`config.mk`:
```
export PLATFORM = sky130hd
export DESIGN_NAME = pipe_reg_chain_flat
export DESIGN_NICKNAME = d
export VERILOG_FILES = /design/src/rtl/pipe_reg_chain_pkg.sv /design/src/rtl/pipe_reg_chain_if.sv /design/src/rtl/pipe_reg_chain_stage.sv /design/src/rtl/pipe_reg_chain.sv /design/src/flat_wrapper.sv
export SDC_FILE = /design/constraint.sdc
export NUM_CORES = 1
export LEC_CHECK = 0
export BUFFER_PORTS_ARGS = -buffer_cell sky130_fd_sc_hd__buf_4
export CAP_MARGIN = 5
export CORE_ASPECT_RATIO = 2
export CORE_MARGIN = 5
export CORE_UTILIZATION = 41
export CTS_CLUSTER_DIAMETER = 50
export CTS_CLUSTER_SIZE = 10
export DETAILED_ROUTE_END_ITERATION = 7
export GPL_ROUTABILITY_DRIVEN = 0
export HOLD_SLACK_MARGIN = 0.15
export PLACE_DENSITY_LB_ADDON = 0.25
export SLEW_MARGIN = 10
export SYNTH_ARGS = -nofsm -noshare
export SYNTH_HDL_FRONTEND = slang
export SYNTH_SLANG_ARGS = --single-unit
```
`constraint.sdc`:
```
create_clock -name clk -period 1.06 [get_ports clk]
set_input_delay 0.212 -clock clk [delete_from_list [all_inputs] [get_ports clk]]
set_output_delay 0.212 -clock clk [all_outputs]
set_load 0.02 [all_outputs]
```
`src/rtl/pipe_reg_chain_pkg.sv`:
```
// Shared pipeline-register definitions: width/depth defaults, stage record, clog2 helper.
package pipe_reg_chain_pkg;

  localparam int PIPE_WIDTH_DEF = 32;
  localparam int PIPE_DEPTH_MAX = 16;

  // Stage record {valid, data}; the hazard unit uses the same layout when inspecting slots.
  typedef struct packed {
    logic                      valid;
    logic [PIPE_WIDTH_DEF-1:0] data;
  } stage_rec_t;

  function automatic int unsigned clog2(input int unsigned n);
    int unsigned r;
    r = 0;
    for (int unsigned i = 0; i < 31; i++) begin
      if (n > (32'd1 << i)) r = i + 1;
    end
    return r;
  endfunction

endpackage

```
`src/rtl/pipe_reg_chain_if.sv`:
```
// Upstream/downstream valid-ready handshake bundle for pipe_reg_chain.
interface pipe_reg_chain_if
  import pipe_reg_chain_pkg::*;
#(
  parameter int WIDTH = PIPE_WIDTH_DEF
) ();

  logic             in_valid;
  logic             in_ready;
  logic [WIDTH-1:0] in_data;
  logic             out_valid;
  logic             out_ready;
  logic [WIDTH-1:0] out_data;

  // Environment side: produces input words and consumes output words.
  modport master (
    output in_valid, in_data, out_ready,
    input  in_ready, out_valid, out_data
  );

  // Chain side.
  modport slave (
    input  in_valid, in_data, out_ready,
    output in_ready, out_valid, out_data
  );

endinterface

```
`src/rtl/pipe_reg_chain_stage.sv`:
```
// One pipeline slot: valid bit plus data register, loading from its source when advancing.
module pipe_reg_chain_stage
  import pipe_reg_chain_pkg::*;
#(
  parameter int               WIDTH     = PIPE_WIDTH_DEF,
  parameter logic [WIDTH-1:0] RESET_VAL = '0
) (
  input  logic             clk,
  input  logic             reset,
  input  logic             flush,
  input  logic             adv,
  input  logic             src_v,
  input  logic [WIDTH-1:0] src_d,
  output logic             v,
  output logic [WIDTH-1:0] d
);

  // Data only moves with a valid source so bubbles never toggle the payload flops.
  always_ff @(posedge clk) begin
    if (reset) begin
      v <= 1'b0;
      d <= RESET_VAL;
    end else if (flush) begin
      v <= 1'b0;
    end else begin
      if (adv) v <= src_v;
      if (adv && src_v) d <= src_d;
    end
  end

endmodule

```
`src/rtl/pipe_reg_chain.sv`:
```
// DEPTH-stage valid/ready pipeline register with bubble collapse and flush.
// Optional PIPE_REG_OCC_EN adds a registered occupancy count port.
module pipe_reg_chain
  import pipe_reg_chain_pkg::*;
#(
  parameter int               WIDTH     = PIPE_WIDTH_DEF,
  parameter int               DEPTH     = 1,
  parameter logic [WIDTH-1:0] RESET_VAL = '0
) (
  input  logic                         clk,
  input  logic                         reset,
  input  logic                         flush,
`ifdef PIPE_REG_OCC_EN
  output logic [clog2(DEPTH+1)-1:0]    occupancy,
`endif
  pipe_reg_chain_if.slave              bus
);

  if (DEPTH < 1) begin : g_bad_depth
    $error("pipe_reg_chain: DEPTH must be >= 1");
  end

  logic [DEPTH-1:0] v;
  logic [DEPTH-1:0] adv;
  logic [WIDTH-1:0] d [DEPTH];
  logic             in_take;

  // Ready ripples from the output back to stage 0; a local accumulator keeps adv free of self-reads.
  always_comb begin : adv_ripple
    logic acc;
    acc = bus.out_ready;
    adv = '0;
    for (int unsigned i = 0; i < DEPTH; i++) begin
      acc                = !v[DEPTH-1-i] | acc;
      adv[DEPTH-1-i]     = acc;
    end
  end

  always_comb begin
    bus.in_ready  = adv[0] & !flush;
    bus.out_valid = v[DEPTH-1];
    bus.out_data  = d[DEPTH-1];
  end

  assign in_take = bus.in_valid & bus.in_ready;

  for (genvar k = 0; k < DEPTH; k++) begin : g_stage
    logic             src_v;
    logic [WIDTH-1:0] src_d;

    if (k == 0) begin : g_head
      assign src_v = in_take;
      assign src_d = bus.in_data;
    end else begin : g_body
      assign src_v = v[k-1];
      assign src_d = d[k-1];
    end

    pipe_reg_chain_stage #(
      .WIDTH     (WIDTH),
      .RESET_VAL (RESET_VAL)
    ) u_stage (
      .clk   (clk),
      .reset (reset),
      .flush (flush),
      .adv   (adv[k]),
      .src_v (src_v),
      .src_d (src_d),
      .v     (v[k]),
      .d     (d[k])
    );
  end

`ifdef PIPE_REG_OCC_EN
  logic out_take;
  assign out_take = bus.out_valid & bus.out_ready;

  always_ff @(posedge clk) begin
    if (reset || flush) begin
      occupancy <= '0;
    end else if (in_take && !out_take) begin
      occupancy <= occupancy + 1'b1;
    end else if (!in_take && out_take) begin
      occupancy <= occupancy - 1'b1;
    end
  end
`endif

endmodule

```
`src/flat_wrapper.sv`:
```
// flat-port wrapper written by rule: the top's interface ports become plain ports
module pipe_reg_chain_flat import pipe_reg_chain_pkg::*;
#(
  parameter int               WIDTH     = PIPE_WIDTH_DEF,
  parameter int               DEPTH     = 1,
  parameter logic [WIDTH-1:0] RESET_VAL = '0
)
  (clk, reset, flush, bus_in_valid, bus_in_data, bus_out_ready, bus_in_ready, bus_out_valid, bus_out_data);
  pipe_reg_chain_if #(.WIDTH(WIDTH)) bus_i ();
  input  logic clk;
  input  logic reset;
  input  logic flush;
  input wire logic [$bits(bus_i.in_valid)-1:0] bus_in_valid;
  input wire logic [$bits(bus_i.in_data)-1:0] bus_in_data;
  input wire logic [$bits(bus_i.out_ready)-1:0] bus_out_ready;
  output wire logic [$bits(bus_i.in_ready)-1:0] bus_in_ready;
  output wire logic [$bits(bus_i.out_valid)-1:0] bus_out_valid;
  output wire logic [$bits(bus_i.out_data)-1:0] bus_out_data;
  assign bus_i.in_valid = bus_in_valid;
  assign bus_i.in_data = bus_in_data;
  assign bus_i.out_ready = bus_out_ready;
  assign bus_in_ready = bus_i.in_ready;
  assign bus_out_valid = bus_i.out_valid;
  assign bus_out_data = bus_i.out_data;
  pipe_reg_chain #(.WIDTH(WIDTH), .DEPTH(DEPTH), .RESET_VAL(RESET_VAL)) u_core (.clk(clk), .reset(reset), .flush(flush), .bus(bus_i));
endmodule
```
== Word-level counts from Yosys, hierarchy flattened ==
Cells that the tools add are included.

* Register bits: 33
* Output and inout port bits: 34

* Bitwise operators: 4
* Reduce and logical (&&, ||, !) cells: 5

{| class="wikitable"
|+ Operator list
! cell !! number
|-
| bitwise AND 1 bit || 2
|-
| zero test 1 bit || 2
|-
| AND reduction 2 bit || 1
|-
| OR reduction 2 bit || 1
|-
| logical AND 1 bit || 1
|-
| NOT 1 bit || 1
|-
| OR 1 bit || 1
|}

== Logic depth before layout (Yosys ltp) ==
Gate-level depths: netlist (run 1).

* Depth in word-level cells: 6
* Gate-level depth with buffers: 5

== Modules after synthesis ==
From an unflattened synthesis (run 1), not the netlist that was laid out.

* Cells, all modules: 147
* Area, all modules: 1537.7 µm²

{| class="wikitable"
|+ Modules (own cells, without submodules)
! module !! times used !! cells each !! area an instance (µm²) !! seq. area each (µm²)
|-
| pipe_reg_chain_stage || 1 || 143 || 1503.9 || 660.6
|-
| pipe_reg_chain || 1 || 4 || 33.8 || 0.0
|}

== Worst setup path after synthesis (run 1) ==
Ideal clock, no wire load.

* Path type: flip-flop to flip-flop
* Start point: register u_core.g_stage[0].u_stage.v
* End point: register u_core.g_stage[0].u_stage.d[0]
* Library setup time: 0.072 ns
* Data arrival time: 1.121 ns
* Required time: 0.988 ns
* Slack: -0.132 ns
* Stages on the path, launching flop included: 6
* Clock period less this slack: 1.192 ns
* Cells stage by stage: dfxtp_1 nor2b_4 nor3b_2 buf_6 buf_12 mux2i_1

* Word-level cells in the longest chain between the ends: 6

{| class="wikitable"
|+ Ends and longest elaborated chain
! item !! line !! RTL
|-
| start, declared || pipe_reg_chain_stage.sv:14 || <nowiki>output logic v,</nowiki>
|-
| start signal, assigned || pipe_reg_chain_stage.sv:26 || <nowiki>if (adv) v <= src_v;</nowiki>
|-
| zero test 1 bit (*) || pipe_reg_chain.sv:34 || <nowiki>acc = !v[DEPTH-1-i] | acc;</nowiki>
|-
| OR 1 bit (*) || pipe_reg_chain.sv:34 ||
|-
| bitwise AND 1 bit || pipe_reg_chain.sv:40 || <nowiki>bus.in_ready = adv[0] & !flush;</nowiki>
|-
| bitwise AND 1 bit || pipe_reg_chain.sv:45 || <nowiki>assign in_take = bus.in_valid & bus.in_ready;</nowiki>
|-
| logical AND 1 bit (*) || pipe_reg_chain_stage.sv:27 || <nowiki>if (adv && src_v) d <= src_d;</nowiki>
|-
| AND reduction 2 bit (no line) (*) || n/a ||
|-
| end signal, assigned || pipe_reg_chain_stage.sv:27 ||
|-
| end, declared || pipe_reg_chain_stage.sv:15 || <nowiki>output logic [WIDTH-1:0] d</nowiki>
|}

Mark *: on every way between the ends. The rest lies on a longest branch, timed or not.
A chain may end at the register's enable or synchronous reset.

== Final worst setup path (run 1) ==
* Start point: register u_core.g_stage[0].u_stage.v
* End point: register u_core.g_stage[0].u_stage.d[4]

The elaborated chain is that of the path after synthesis.

==> qor.yml, run 1 <==
start_util_pct: 42.11
period_needed_ns: 1.291
final_common_cell: "buf_4"
hold-worst-slack_ns: 0.1944
diodes: 0
dieArea_mm2: 0.005096
io_buffers: 70
cts_tree: "built"
finalPower_mw: 3.112
core_area_mm2: 0.003607
holdPathStages: 3
grt_pass1_wl_um: 5547
drive_gt1_share_pct: 40.27
yosysTopAreaCell: "dfxtp_1"
use_met2_pct: 27.70
die_width_um: 53.04
fin_cells: 270
hold-path-endpoint: "u_core.g_stage[0].u_stage.d[23]"
drt-pass1-iter-count: 4
postPlaceCellArea_mm2: 0.002042
fp.dieH_um: 96.08
ys_ff_latch: 33
clock_skew_ns: 0.003709
num_rows: 31
powerDensity_mw_per_mm2: 1359
synthCells: 145
num_io_pins: 71
synth_nets: 182
post-route-period-util_pct: 121.8
ys_types: 11
maxSlewViolCount: 0
hold_class: "input pin to flop"
drc: 0
r2r_cells: 5
num_vias: 1230
cts_buffer_depth: 2
slew_headroom_pct: 71.98
synth_warnings: 0
busiest_layer: "met2"
synthDominantCellAreaShare_pct: 43.49
crit_type: "flop to flop"
antenna_found_initial: 0
cp-start-kind: "flop"
finalHoldViolCount: 0
syn_area_mm2: 0.001519
synth-seq-area-share_pct: 43.49
ant_nets: 0
syn_area_per_cell_um2: 10.48
drtIter0Drc: 12
regToRegSetupSlack_ns: -0.23
cap_violations: 0
ir_drop_mv: 0.9903
cts-root-buf: "clkbuf_8"
grtUsageMet3_pct: 4.341
holdCritStartpoint: "bus_in_data[23]"
crit_arrival_ns: 1.49
tightest_slew_ns: 0.4203
syn_to_final_growth_pct: 50.74
rsz0062_at_grt: "true"
setup_violations: 33
fin_area_mm2: 0.002290
overflow: 0
violations: "setup timing"
dpl.hpwl_um: 2514
synth_area_leaders: "dfxtp_1 (43%), nand2b_1 (26%), mux2i_1 (21%)"
avgViaCountPerCell: 4.556
insertion_delay_ns: 0.28
utilization_pct: 63.48
numCtsBuffers: 5
cp_max_fo: 8
cp_data_required_time_ns: 1.26
drt-total-wl_um: 3684
use_met1_pct: 14.52
r2r_start: "u_core.g_stage[0].u_stage.v"
layout.nets: 257
clkSlewWorstSetupHoldPaths_ns: 0.07
grtUsageTotal_pct: 15.05
place_ws_ns: -0.1676
dp_cells: 255
timing.setup.tns_ns: -5.343
max_freq_mhz: 774.7
avgRoutedWirePerCell_um: 13.64
leakagePower_nw: 1.009
grt_pass1_vias: 1272
final_cell_mix: "buf_4 (69), nand2b_1 (64), mux2i_1 (32), dfxtp_1 (32), clkbuf_8 (6)"
r2r_end: "u_core.g_stage[0].u_stage.d[4]"
status: "finished with violations"
fin_ws_ns: -0.2308
clock-sinks: 33
ctsHtreeMaxLevel: 2
grt_max_degree: 66
end_kind: "flop"
==> state kept, by name, indices dropped and copies added (netlist names) <==
register	flops
u_core.g_stage.u_stage.v	1
u_core.g_stage.u_stage.d	32
==> cells in the mapped netlist (all sizes together) <==
library cell,count
dfxtp,33
buf,5
nor2,2
mux2i,32
nor2b,1
nor3b,1
nor3,1
clkbuf,6
nand2b,64
==> kinds of logic after synthesis <==
logic type	share of synthesized area, %
buffers and inverters	6.507
AND/OR/NAND/NOR	28.91
multiplexers	21.09
flip-flops	43.49
==> worst max path at each step <==
stage | startpoint | to | slack, ns | depth (start not counted)
3_3_place_gp | u_core.g_stage[0].u_stage.v | u_core.g_stage[0].u_stage.d[25] | -0.10 | 4
5_1_grt | u_core.g_stage[0].u_stage.v | u_core.g_stage[0].u_stage.d[4] | -0.26 | 5
3_5_place_dp | u_core.g_stage[0].u_stage.v | u_core.g_stage[0].u_stage.d[26] | -0.17 | 4
4_1_cts | u_core.g_stage[0].u_stage.v | bus_in_ready | -0.22 | 4
6_report | u_core.g_stage[0].u_stage.v | u_core.g_stage[0].u_stage.d[4] | -0.23 | 5
2_1_floorplan | u_core.g_stage[0].u_stage.v | u_core.g_stage[0].u_stage.d[0] | -0.1 | 5
==> worst max-delay path, cell delays in order, from the launching register on <==
cell	delay, ns
dfxtp_2	0.32
nor2b_4	0.13
nor3b_4	0.24
buf_6	0.16
clkbuf_16	0.16
mux2i_1	0.21
==> routing by layer <==
layer | share of wire, % | wire, um
met5 | 0 | 0
met4 | 2.0 | 74
met3 | 7.4 | 272
met2 | 54 | 1980
met1 | 37 | 1356
==> area by class of cell <==
cell class | instances | area [um^2]
Fill cell | 323 | 1318
Multi-Input combinational cell | 101 | 773.2
Timing Repair Buffer | 79 | 676.9
Sequential cell | 33 | 661.9
Clock buffer | 7 | 86.33
Tap cell | 49 | 61.31
Clock inverter | 1 | 30.03
==> what timing repair did <==
item	CTS	global route
hold buffers	1	0
hold endpoints to repair	1	0
setup endpoints to repair	33	33
pin swaps	1	1
buffers inserted	3	1
resized for setup	7	2
gates cloned	2	1
==> power breakdown <==
part	switching, mW	internal, mW	leakage [nW]	total, mW
clock	0.438	0.766	0.0585	1.20
sequential	0.0351	1.31	0.270	1.34
combinational	0.246	0.322	0.680	0.568
Power figures use the tool's default switching activity.
==> run 2, diff against run 1 <==
--- a/config.mk
+++ b/config.mk
@@ -15,8 +15,10 @@
 export DETAILED_ROUTE_END_ITERATION = 7
 export GPL_ROUTABILITY_DRIVEN = 0
 export HOLD_SLACK_MARGIN = 0.15
-export PLACE_DENSITY_LB_ADDON = 0.25
+export PLACE_DENSITY = 0.75
+export RECOVER_POWER = 50
 export SLEW_MARGIN = 10
 export SYNTH_ARGS = -nofsm -noshare
 export SYNTH_HDL_FRONTEND = slang
+export SYNTH_HIERARCHICAL = 1
 export SYNTH_SLANG_ARGS = --single-unit
==> run 2 against run 1 <==
  * The flow still finishes with violations (setup timing)
  * Clock power hardly changed
  * Critical path depth did not move
  * Global-route usage is 1.2 points lower
  * Routed wire length fell by 10%
  * Sequential share of layout area rose by 1.6 points
  * Final area shrank 5.2%
  * Count of clock-buffer cells in the layout unchanged
  * Die area up 1.1%
  * Clock skew increased by 0.0017 ns
  * Largest cell class unchanged
  * Via count shrank 2.2%
  * Critical path type unchanged
  * Synthesized cell count grew 1.4%
  * Worst setup slack lost 0.044 ns
==> qor.yml, run 2 <==
r2r_end: "u_core/g_stage[0].u_stage/d[18]"
synth_nets: 184
p_sw_share_pct: 21.33
holdBufCountCts: 0
tightest_slew_ns: 0.4193
drtIter0Drc: 24
cts_tree: "built"
status: "finished with violations"
rsz0062_at_grt: "true"
synth_most_common_cell: "nand2b_1"
p_int_mw: 2.282
post-route-period-util_pct: 125.9
syn_area_per_cell_um2: 10.46
synthCells: 147
clkSlewWorstSetupHoldPaths_ns: 0.06
syn_area_mm2: 0.001538
synth-seq-area-share_pct: 42.96
grt_pass1_wl_um: 5451
hold-worst-slack_ns: 0.1992
dpl.hpwl_um: 2501
synthFlopType: "dfxtp_1"
cts_buffer_depth: 2
max_freq_mhz: 749.1
die_width_um: 53.31
ctsHtreeMaxLevel: 2
fin_area_mm2: 0.002171
synthArstFlopShare_pct: 0
synth_area_leaders: "dfxtp_1 (43%), nand2b_1 (26%), mux2i_1 (21%)"
seqPwrFrac_pct: 45.1
cap_violations: 0
num_vias: 1203
insertion_delay_ns: 0.27
power_frac_clock_pct: 40.8
r2r_start: "u_core/g_stage[0].u_stage/v"
grt_pass1_vias: 1223
drt-total-wl_um: 3298
violations: "setup timing"
grt_max_degree: 66
finalHoldViolCount: 0
final_cell_mix: "nand2b_1 (64), buf_4 (56), mux2i_1 (33)"
postCtsSetupBuffers: 0
yosysTopAreaCell: "dfxtp_1"
crit_arrival_ns: 1.54
start_util_pct: 42.18
cp_data_required_time_ns: 1.27
dp_cells: 260
final_common_cell: "nand2b_1"
crit_type: "flop to flop"
clock-sinks: 33
dieArea_mm2: 0.005150
numCtsBuffers: 5
postPlaceCellArea_mm2: 0.002091
period_needed_ns: 1.335
cts-root-buf: "clkbuf_8"
syn_to_final_growth_pct: 41.17
grtUsageTotal_pct: 13.85
end_kind: "flop"
finalPower_mw: 2.901
io_buffers: 70
antenna_found_initial: 0
slew_headroom_pct: 72.04
drive_gt1_share_pct: 39.27
setup_violations: 33
core_area_mm2: 0.003646
cp_max_fo: 19
place_ws_ns: -0.3071
ant_nets: 0
synth_warnings: 6
hold-path-endpoint: "u_core/g_stage[0].u_stage/d[22]"
avgViaCountPerCell: 4.489
power_frac_comb_pct: 14.2
r2r_cells: 5
num_rows: 31
fp.dieH_um: 96.61
maxSlewViolCount: 0
num_io_pins: 71
overflow: 0
leakagePower_nw: 0.9378
regMostFlops: "u_core/g_stage.u_stage/d"
powerDensity_mw_per_mm2: 1336
layout.nets: 255
regToRegSetupSlack_ns: -0.27
reg_top3: "u_core/g_stage.u_stage/d (32), u_core/g_stage.u_stage/v (1)"
holdCritStartpoint: "bus_in_data[22]"
hold_class: "input pin to flop"
synth_edf_count: 0
ys_ff_latch: 33
switching_power_mw: 0.6186
drc: 0
largest_register_ffs: 32
synthTopCellsByCount: "nand2b_1 (64), dfxtp_1 (33), mux2i_1 (33)"
ys_types: 13
avgRoutedWirePerCell_um: 12.31
synthDominantCellAreaShare_pct: 42.96
holdPathStages: 3
fin_ws_ns: -0.2749
drt-pass1-iter-count: 4
fin_cells: 268
ir_drop_mv: 1.164
cp-start-kind: "flop"
clock_skew_ns: 0.005366
diodes: 0
## run 2: cell count changes after synthesis, sizes merged
cell	previous run	this run
and3b	0	1
inv	0	1
mux2i	32	33
nor2	2	1
## run 2: area by class of cell
cell class,instances,area [um^2]
fill,364,1475
sequential,33,661.9
multi-input combinational,102,775.7
inverter,1,3.754
clock inverter,1,30.03
tap,49,61.31
clock buffer,7,86.33
timing repair buffer,75,551.8
## run 2: worst max path at each step
stage	endpoint	slack, ns	depth (start not counted)	from
after floorplan	u_core/g_stage[0].u_stage/d[0]	-0.25	6	u_core/g_stage[0].u_stage/v
after global placement	u_core/g_stage[0].u_stage/d[13]	-0.22	5	u_core/g_stage[0].u_stage/v
after detailed placement	u_core/g_stage[0].u_stage/d[18]	-0.31	5	u_core/g_stage[0].u_stage/v
after CTS	u_core/g_stage[0].u_stage/d[18]	-0.30	5	u_core/g_stage[0].u_stage/v
after global routing	u_core/g_stage[0].u_stage/d[28]	-0.35	5	u_core/g_stage[0].u_stage/v
final	u_core/g_stage[0].u_stage/d[18]	-0.27	5	u_core/g_stage[0].u_stage/v
## run 2: repair_timing
item	4_1_cts	5_1_grt
gates cloned	0	0
endpoints found under the setup margin	34	35
gates resized for setup	1	0
pin swaps	0	0
## run 2: metal layers
metal / part of all wire (%) / vias to the layer above / global-route usage [%]
met5: 0 / - / 0
met4: 2.2 / 0 / 7.087
met3: 8.8 / 8 / 4.000
met2: 51 / 53 / 22.99
met1: 38 / 533 / 15.15
li1: - / 609 / -
## run 2: stage by stage
step | utilization, % | setup TNS (ns)
final | 59.54 | -7.930
after global routing | 59.54 | -10.23
after CTS | 60.64 | -8.414
after detailed placement | 57.34 | -8.118
after global placement | 57.34 | -6.692
after floorplan | - | -7.782
## run 2: critical path, cell delays in order, from the launching register on
cell	delay (ns)
dfxtp_2	0.32
nor2b_4	0.12
nor3b_2	0.17
and3b_2	0.26
buf_12	0.19
mux2i_1	0.20
## run 2: cells by family (layout without fill, tap and decap cells)
family        Yosys count  after routing  synth area share [%]
flops                  33             33                 42.96
buf+inv                12             84                 6.672
simple gates           69             69                 28.88
mux                    33             33                 21.48
## run 2: power by group through the flow
stage               sequential, mW  clock, mW  combinational, mW
floorplan                     1.39          0              0.182
global placement              1.33          0              0.423
detailed placement            1.33          0              0.429
CTS                           1.31       1.23              0.431
global route                  1.31       1.29              0.446
finish                        1.31       1.18              0.411
==> run 3, diff against run 2 <==
--- a/config.mk
+++ b/config.mk
@@ -5,11 +5,12 @@
 export SDC_FILE = /design/constraint.sdc
 export NUM_CORES = 1
 export LEC_CHECK = 0
+export ABC_AREA = 1
 export BUFFER_PORTS_ARGS = -buffer_cell sky130_fd_sc_hd__buf_4
 export CAP_MARGIN = 5
 export CORE_ASPECT_RATIO = 2
 export CORE_MARGIN = 5
-export CORE_UTILIZATION = 41
+export CORE_UTILIZATION = 40
 export CTS_CLUSTER_DIAMETER = 50
 export CTS_CLUSTER_SIZE = 10
 export DETAILED_ROUTE_END_ITERATION = 7
==> run 3 against run 2 <==
  * The run still ends with setup timing left
  * Global-route usage increased by 2.6 points
  * Sequential cell count unchanged
  * Area after synthesis decreased by 9.0%
  * Utilization increased by 7.9 points
  * Total power decreased by 4.1%
  * Critical path type unchanged
  * Critical endpoint is now u_core/g_stage[0].u_stage/d[12]
  * Via count increased by 22%
  * Highest routed layer unchanged
==> qor.yml, run 3 <==
yosysTopAreaCell: "dfxtp_1"
violations: "setup timing"
slew_headroom_pct: 87.98
syn_area_per_cell_um2: 6.452
die_width_um: 51.84
r2r_end: "u_core/g_stage[0].u_stage/d[12]"
hold-path-endpoint: "u_core/g_stage[0].u_stage/d[28]"
avgViaCountPerCell: 4.246
cp-start-kind: "flop"
cts-root-buf: "clkbuf_8"
worstSetupStartpoint: "u_core/g_stage[0].u_stage/v"
synth_edf_count: 0
fp.dieH_um: 93.67
status: "finished with violations"
ir_drop_mv: 1.141
numCtsBuffers: 5
start_util_pct: 41.44
layout.nets: 350
timing.setup.tns_ns: -1.896
ys_types: 12
drc: 0
drt-total-wl_um: 3588
drt-pass1-iter-count: 4
r2r_start: "u_core/g_stage[0].u_stage/v"
reg_top3: "u_core/g_stage.u_stage/d (32), u_core/g_stage.u_stage/v (1)"
ys_ff_latch: 33
crit_type: "flop to flop"
synth_warnings: 6
grt_pass1_vias: 1428
ant_nets: 0
r2r_cells: 8
end_kind: "flop"
grt_max_degree: 37
syn_area_mm2: 0.001400
tightest_slew_ns: 0.1802
dpl.hpwl_um: 2553
hold_class: "input pin to flop"
syn_to_final_growth_pct: 62.64
overflow: 0
largest_register_ffs: 32
synthArstFlopShare_pct: 0
synthCells: 217
synth_most_common_cell: "nand2_1"
clock-sinks: 33
setup_violations: 34
dieArea_mm2: 0.004855
antenna_found_initial: 0
regMostFlops: "u_core/g_stage.u_stage/d"
synth-seq-area-share_pct: 47.18
max_freq_mhz: 870.8
cap_violations: 0
cts_tree: "built"
regToRegSetupSlack_ns: -0.09
num_vias: 1469
fin_ws_ns: -0.08831
cts_buffer_depth: 2
rsz0062_at_grt: "true"
synth_nets: 254
clock_skew_ns: 0.005733
period_needed_ns: 1.148
num_io_pins: 71
post-route-period-util_pct: 108.3
grtUsageTotal_pct: 16.41
cp_data_required_time_ns: 1.28
io_buffers: 70
synthTopCellsByCount: "nand2_1 (67), nor2_1 (64), inv_1 (39)"
diodes: 0
ctsHtreeMaxLevel: 2
final_cell_mix: "nand2_1 (65), nor2_1 (60), buf_4 (59)"
drive_gt1_share_pct: 30.89
crit_arrival_ns: 1.37
num_rows: 30
holdCritStartpoint: "bus_in_data[28]"
maxSlewViolCount: 0
leakagePower_nw: 1.318
avgRoutedWirePerCell_um: 10.37
synthDominantCellAreaShare_pct: 47.18
finalHoldViolCount: 0
synthFlopType: "dfxtp_1"
hold-worst-slack_ns: 0.1591
cp_max_fo: 36
drtIter0Drc: 16
final_common_cell: "nand2_1"
holdPathStages: 3
clkSlewWorstSetupHoldPaths_ns: 0.06
insertion_delay_ns: 0.28
powerDensity_mw_per_mm2: 1222
core_area_mm2: 0.003378
grt_pass1_wl_um: 6009
synth_area_leaders: "dfxtp_1 (47%), nand2_1 (18%), nor2_1 (17%)"
==> run 3: cell types whose count changed after synthesis, moves of 2 or more <==
cell / change
nand2_1: +67
clkbuf_1: -4
buf_2: +2
inv_1: +38
nor2_1: +63
nand2b_1: -64
buf_12: -3
mux2i_1: -33
buf_6: +2
nand2_2: +2
==> run 3: how the worst max path moves through the flow <==
stage,slack (ns),endpoint,cells after the start
global route,-0.21,u_core/g_stage[0].u_stage/d[23],7
finish,-0.09,u_core/g_stage[0].u_stage/d[12],8
CTS,-0.1,bus_in_ready,4
detailed placement,-0.09,u_core/g_stage[0].u_stage/d[15],9
floorplan,-0.08,u_core/g_stage[0].u_stage/d[27],7
global placement,-0.06,u_core/g_stage[0].u_stage/d[14],9
==> run 3: area by class of cell <==
cell class | count | area, um^2
fillers | 296 | 1101
repair buffers | 98 | 780.7
flip-flops and latches | 33 | 664.4
multi-input cells | 136 | 563.0
inverters | 39 | 146.4
clock buffers | 6 | 72.57
well taps | 32 | 40.04
clock inverters | 2 | 10.01
==> run 3: logic make-up (layout without fill, tap and decap cells) <==
group,count (synthesis),count (layout),synth area share [%]
buffers and inverters,48,145,14.74
AO/OA/AOI/OAI,1,1,0.3571
flip-flops,33,33,47.18
AND/OR/NAND/NOR,135,135,37.71
==> run 3: stage by stage <==
stage	util, %	instance area (um^2)	power (mW)	std cells	setup WS [ns]
final	67.41	2277	2.783	346	-0.08831
after CTS	68.22	2305	2.851	346	-0.09921
after global routing	67.41	2277	2.938	346	-0.2142
after floorplan	-	1438	1.634	217	-0.07701
after global placement	59.26	2002	1.873	317	-0.06407
after detailed placement	59.26	2002	1.880	317	-0.09243
==> run 3: what timing repair did <==
action | 4_1_cts | 5_1_grt
setup buffers | 1 | 0
hold buffers | 20 | 0
hold endpoints to repair | 20 | 0
resized for setup | 5 | 4
pin swaps | 2 | 0
endpoints found under the setup margin | 34 | 34
==> run 3: where the power goes <==
part	switching [mW]	total [mW]	internal (mW)
Sequential	0.0343	1.34	1.30
Combinational	0.279	0.561	0.282
Clock	0.429	0.883	0.454
==> run 3: layer usage <==
metal	GRT usage (%)	share of wire [%]	vias up
li1	-	-	799
met1	16.53	34	623
met2	29.41	58	41
met3	3.816	5.9	6
met4	9.190	2.5	0
met5	0	0	-
==> run 3: worst max-delay path: stages (launching register included) <==
cell,delay (ns)
dfxtp_4,0.35
nand2_4,0.07
nand2_4,0.06
nor2_4,0.11
nand3_4,0.10
buf_12,0.18
nand2_1,0.07
nand2_1,0.04
nor2_1,0.09
